<file path="src/rtl/text_screen_sequencer.sv">
// Screen-level sequencer for the text overlay: title menu with blinking cursor item,
// paced instruction reveal, and in-game HUD, all driving registered region enables.
module text_screen_sequencer #(
  parameter int unsigned REVEAL_FRAMES  = 30,
  parameter int unsigned BLINK_FRAMES   = 16,
  parameter int unsigned LOCKOUT_FRAMES = 8
) (
  input  logic       clk,
  input  logic       rst_n,
  input  logic       frame_tick,
  input  logic       btn_up,
  input  logic       btn_down,
  input  logic       btn_select,
  input  logic       hp_zero,
  output logic [1:0] screen,
  output logic       cursor_sel,
  output logic       start_text_en,
  output logic       howto_title_en,
  output logic [5:0] instr_line_en,
  output logic       hud_en,
  output logic       game_run,
  output logic       screen_changed
);

  localparam logic [1:0] SCR_TITLE = 2'd0;
  localparam logic [1:0] SCR_INSTR = 2'd1;
  localparam logic [1:0] SCR_PLAY  = 2'd2;

  localparam logic [7:0] LOCK_INIT   = 8'(LOCKOUT_FRAMES);
  localparam logic [7:0] BLINK_LAST  = 8'(BLINK_FRAMES - 1);
  localparam logic [7:0] REVEAL_LAST = 8'(REVEAL_FRAMES - 1);
  localparam logic [5:0] ALL_LINES   = 6'h3F;

  logic [1:0] screen_q, screen_d;
  logic       cursor_q, cursor_d;
  logic       blink_on_q, blink_on_d;
  logic [7:0] blink_cnt_q, blink_cnt_d;
  logic [7:0] reveal_cnt_q, reveal_cnt_d;
  logic [7:0] lock_cnt_q, lock_cnt_d;
  logic [5:0] instr_q, instr_d;
  logic       start_en_q, start_en_d;
  logic       howto_en_q, howto_en_d;
  logic       hud_q, hud_d;
  logic       run_q, run_d;
  logic       changed_q, changed_d;

  logic       accept;
  logic       go;
  logic [1:0] next_screen;

  always_comb begin
    screen_d     = screen_q;
    cursor_d     = cursor_q;
    blink_on_d   = blink_on_q;
    blink_cnt_d  = blink_cnt_q;
    reveal_cnt_d = reveal_cnt_q;
    lock_cnt_d   = lock_cnt_q;
    instr_d      = instr_q;
    changed_d    = 1'b0;
    go           = 1'b0;
    next_screen  = screen_q;
    accept       = (lock_cnt_q == 8'd0);

    if (frame_tick && lock_cnt_q != 8'd0) lock_cnt_d = lock_cnt_q - 8'd1;

    case (screen_q)
      SCR_TITLE: begin
        if (frame_tick) begin
          if (blink_cnt_q == BLINK_LAST) begin
            blink_cnt_d = 8'd0;
            blink_on_d  = ~blink_on_q;
          end else begin
            blink_cnt_d = blink_cnt_q + 8'd1;
          end
        end
        // A cursor move restarts the blink so the newly selected item is visible at once
        if (accept && (btn_up ^ btn_down)) begin
          cursor_d    = ~cursor_q;
          blink_on_d  = 1'b1;
          blink_cnt_d = 8'd0;
        end
        if (accept && btn_select) begin
          go          = 1'b1;
          next_screen = cursor_q ? SCR_INSTR : SCR_PLAY;
        end
      end
      SCR_INSTR: begin
        if (frame_tick && instr_q != ALL_LINES) begin
          if (reveal_cnt_q == REVEAL_LAST) begin
            reveal_cnt_d = 8'd0;
            instr_d      = {instr_q[4:0], 1'b1};
          end else begin
            reveal_cnt_d = reveal_cnt_q + 8'd1;
          end
        end
        // First select completes the reveal; only a select on the full page leaves
        if (accept && btn_select) begin
          if (instr_q == ALL_LINES) begin
            go          = 1'b1;
            next_screen = SCR_TITLE;
          end else begin
            instr_d    = ALL_LINES;
            lock_cnt_d = LOCK_INIT;
          end
        end
      end
      SCR_PLAY: begin
        if (hp_zero) begin
          go          = 1'b1;
          next_screen = SCR_TITLE;
        end
      end
      default: begin
        go          = 1'b1;
        next_screen = SCR_TITLE;
      end
    endcase

    if (go) begin
      screen_d   = next_screen;
      lock_cnt_d = LOCK_INIT;
      changed_d  = 1'b1;
      if (next_screen == SCR_TITLE) begin
        cursor_d    = 1'b0;
        blink_on_d  = 1'b1;
        blink_cnt_d = 8'd0;
      end
      if (next_screen == SCR_INSTR) begin
        instr_d      = 6'b000001;
        reveal_cnt_d = 8'd0;
      end
    end

    if (screen_d != SCR_INSTR) instr_d = 6'd0;
    start_en_d = (screen_d == SCR_TITLE) & (cursor_d | blink_on_d);
    howto_en_d = (screen_d == SCR_TITLE) & (~cursor_d | blink_on_d);
    hud_d      = (screen_d == SCR_PLAY);
    run_d      = (screen_d == SCR_PLAY);
  end

  always_ff @(posedge clk or negedge rst_n) begin
    if (!rst_n) begin
      screen_q     <= SCR_TITLE;
      cursor_q     <= 1'b0;
      blink_on_q   <= 1'b1;
      blink_cnt_q  <= 8'd0;
      reveal_cnt_q <= 8'd0;
      lock_cnt_q   <= LOCK_INIT;
      instr_q      <= 6'd0;
      start_en_q   <= 1'b1;
      howto_en_q   <= 1'b1;
      hud_q        <= 1'b0;
      run_q        <= 1'b0;
      changed_q    <= 1'b0;
    end else begin
      screen_q     <= screen_d;
      cursor_q     <= cursor_d;
      blink_on_q   <= blink_on_d;
      blink_cnt_q  <= blink_cnt_d;
      reveal_cnt_q <= reveal_cnt_d;
      lock_cnt_q   <= lock_cnt_d;
      instr_q      <= instr_d;
      start_en_q   <= start_en_d;
      howto_en_q   <= howto_en_d;
      hud_q        <= hud_d;
      run_q        <= run_d;
      changed_q    <= changed_d;
    end
  end

  assign screen         = screen_q;
  assign cursor_sel     = cursor_q;
  assign start_text_en  = start_en_q;
  assign howto_title_en = howto_en_q;
  assign instr_line_en  = instr_q;
  assign hud_en         = hud_q;
  assign game_run       = run_q;
  assign screen_changed = changed_q;

endmodule
</file>
<file path="config.mk">
export PLATFORM = sky130hd
export DESIGN_NAME = text_screen_sequencer
export DESIGN_NICKNAME = d
export VERILOG_FILES = /design/src/rtl/text_screen_sequencer.sv
export SDC_FILE = /design/constraint.sdc
export NUM_CORES = 1
export LEC_CHECK = 0
export ABC_AREA = 1
export CORE_ASPECT_RATIO = 1.2
export CORE_MARGIN = 1.5
export CORE_UTILIZATION = 45
export DETAILED_ROUTE_END_ITERATION = 10
export DONT_BUFFER_PORTS = 1
export SYNTH_ARGS = -nofsm -noshare
export SYNTH_HDL_FRONTEND = slang
export SYNTH_SLANG_ARGS = --single-unit
</file>
<file path="constraint.sdc">
create_clock -name clk -period 1.4 [get_ports clk]
set_input_delay 0.07 -clock clk [delete_from_list [all_inputs] [get_ports clk]]
set_output_delay 0.07 -clock clk [all_outputs]
set_load 0.005 [all_outputs]
</file>
==> qor.csv <==
stage,metric,value,unit
setup_path,critical_path_class,reg -> reg,
route,ant_nets,0,
setup_path,ff2ff_setup_slack,-0.14,ns
outcome,violations,negative setup slack,
setup_path,startpoint_type,flip-flop,
global_route,globalRouteOverflowTotal,0,
floorplan,dieHeight,80.39,um
global_route,grt_util_all_layers,0.2198,
flow_run,drv_cap,0,
final_layout,area_growth,40.50,%
route,wl_per_cell,13.53,um
outcome,status,"complete, but fails checks",
route,firstDrtPassIters,4,
final_layout,n_antenna_cell,0,
timing,setup_slack,-0.1421,ns
synth,synth_area_leaders,"dfrtp_1, nand2_1, nor2_1",
synth,synth.distinct_cells,36,
timing,tightest_slew,0.2892,ns
floorplan,start_util,0.4612,
floorplan,rows,28,
synth,synthFlopType,dfrtp_1,
synth,syn_inst,279,
timing,fin_crit_sh,1.102,
final_layout,final_nets,359,
synth,yosysWarningCount,0,
route,via_count,2039,
final_layout,drive_above_1_share,0.4109,
synth,syn_nets,291,
timing,fin_crit,1.542,ns
synth,yosys.area.top_type_share,0.3788,
timing,fin_skew,0.01067,ns
power,p_leak,1.612,nW
synth,synthArstFlopShare,1.000,
setup_path,worstPathArrival,1.76,ns
floorplan,num_io_pins,21,
hold_path,hp-class,in -> reg,
power,ir_worst_vdd,1.046,mV
synth,ys_seq_area_frac,0.4256,
setup_path,worstPathRequired,1.62,ns
synth,avgSynthCellArea,8.050,sq um
clock_network,clock-sinks,38,
timing,relSlewSlack,0.8059,
synth,synth_edf_count,0,
final_layout,utilization,0.6480,
floorplan,fp.coreArea,0.004870,sq mm
power,powerDensity,1222,mW/mm^2
floorplan,die_w,67.49,um
route,drc,0,
route,via_per_inst,4.998,
floorplan,dieArea,0.005426,sq mm
clock_network,clock-root-buffer,clkbuf_8,
global_route,grt_pass1_vias,1964,
global_route,grt_max_degree,39,
clock_network,clk_latency,0.29,ns
setup_path,end_kind,flip-flop,
timing,max_freq,648.5,MHz
clock_network,clockBufferDepth,2,
synth,syn_area,0.002246,sq mm
timing,finalSetupViolations,35,
global_route,grt_antenna_before_repair,0,
clock_network,cts_tree,yes,
final_layout,fillers,420,
setup_path,cp_max_fo,6,
timing,hold_slack,0.03175,ns
placed_design,port_buffers,0,
clock_network,htreeDepth,2,
global_route,grt_pass1_wl,8901,um
clock_network,numCtsBuffers,5,
route,wirelength,5519,um
timing,hold_viol,0,
placed_design,dp_hpwl,3859,um
synth,synth_area_leader_cell,dfrtp_1,
clock_network,clkTransAtPathRegs,0.07,ns
synth,synth-seq-cells,38,
route,dr.first_iter.drc_count,102,
placed_design,gp_congestion,0.8095,
timing,drv_slew,0,
timing,rsz0062_at_grt,true,
==> worst paths after layout <==
kind / start / end / cells past startpoint
hold / removal: btn_select / screen[1] / 2
hold reg to reg: reveal_cnt_q[7] / reveal_cnt_q[7] / 2
min in group asynchronous: rst_n / instr_line_en[1] / 2
setup / recovery: lock_cnt_q[1] / blink_cnt_q[3] / 10
max in group asynchronous: rst_n / blink_on_q / 2
setup reg to reg: lock_cnt_q[1] / blink_cnt_q[3] / 10
==> power breakdown <==
part	leakage [nW]	internal, mW	switching [mW]
logic	1.11	0.718	0.759
registers	0.460	1.39	0.211
clock network	0.0455	0.402	0.376
==> stage by stage <==
stage | instance area (sq um) | instances | worst slack [ns] | total power, mW | TNS (ns)
floorplan | 2281 | 279 | -0.03928 | 2.372 | -0.3117
global placement | 2681 | 382 | -0.1170 | 2.771 | -1.796
detailed placement | 2681 | 382 | -0.1683 | 2.820 | -2.967
CTS | 2982 | 402 | -0.1092 | 3.788 | -2.048
global route | 3156 | 408 | -0.2047 | 4.114 | -5.140
finish | 3156 | 408 | -0.1421 | 3.855 | -2.754
==> cells by family (layout without fill, tap and decap cells) <==
kind of cell / after synthesis / count (layout) / share of synthesized area
xor+xnor: 11 / 11 / 0.04290
fa+ha+maj: 5 / 5 / 0.02786
buf+inv: 43 / 111 / 0.08078
flops: 38 / 38 / 0.4256
simple gates: 160 / 161 / 0.3632
compound gates: 22 / 22 / 0.05961
==> state kept, by name (all words and copies together) (netlist names), 2 cells and up <==
| register | count |
|---|---|
| instr_line_en | 6 |
| blink_cnt_q | 8 |
| lock_cnt_q | 8 |
| reveal_cnt_q | 8 |
| screen | 2 |
==> synth_stat cells, types with 3 or more instances <==
library cell and instances:
xor2_1 10, nor2_2 6, ha_1 5, nand2_1 53, inv_1 33, nand4_1 14
nand3_1 20, a21oi_1 5, nor2_1 40, a31oi_1 3, nand2_4 3, o21ai_0 6
dfstp_2 4, dfrtp_1 34, buf_4 3, inv_2 4, nand2_2 7, nor2_4 4
nor3_1 4, nand3b_1 3
==> cells in the final DEF (no fill, tap or decap), types with 4 or more instances in the layout <==
master	synthesis	layout
buf_4	3	52
nand2_1	53	47
nor2_1	40	32
dfrtp_1	34	31
inv_1	33	26
nand3_1	20	16
nand4_1	14	14
nor2_4	4	11
nand2_4	3	10
inv_2	4	10
xor2_1	10	10
buf_6	0	9
nor2_2	6	8
clkbuf_8	0	6
nand2_2	7	5
o21ai_0	6	5
nand3_2	1	4
a21oi_1	5	4
dfstp_2	4	4
==> per-layer routing <==
layer  global-route usage  part of all wire
met1               0.2442              0.40
met2               0.4088              0.56
met3              0.04342             0.025
met4              0.06735             0.011
met5                    0                 0
==> area by class of cell <==
cell class	instances	area (sq um)	area share
sequential	38	959.7	0.3041
tap	60	75.07	0.02379
inverter	39	161.4	0.05115
timing repair buffer	64	531.8	0.1685
multi-input combinational	199	1338	0.4239
clock buffer	8	90.09	0.02855
==> worst max-delay path, cell delays in order, from the launching register on <==
cell     delay [ns]
dfrtp_1        0.39
inv_2          0.08
ha_4           0.15
nand2_4        0.08
nor2_4         0.20
nand4_4        0.14
nand2_4        0.12
inv_6          0.05
nand3_4        0.11
inv_6          0.06
nor2_1         0.10
==> what timing repair did <==
action                                 in CTS  in global routing
pin swaps                                  19                 22
hold buffers                                2                  1
endpoints found under the hold margin      40                  1
gates cloned                                1                  0
setup endpoints to repair                  34                 36
buffers inserted                            9                  5
resized for setup                          26                 34
Note: power is estimated with default switching activity, not from simulation.
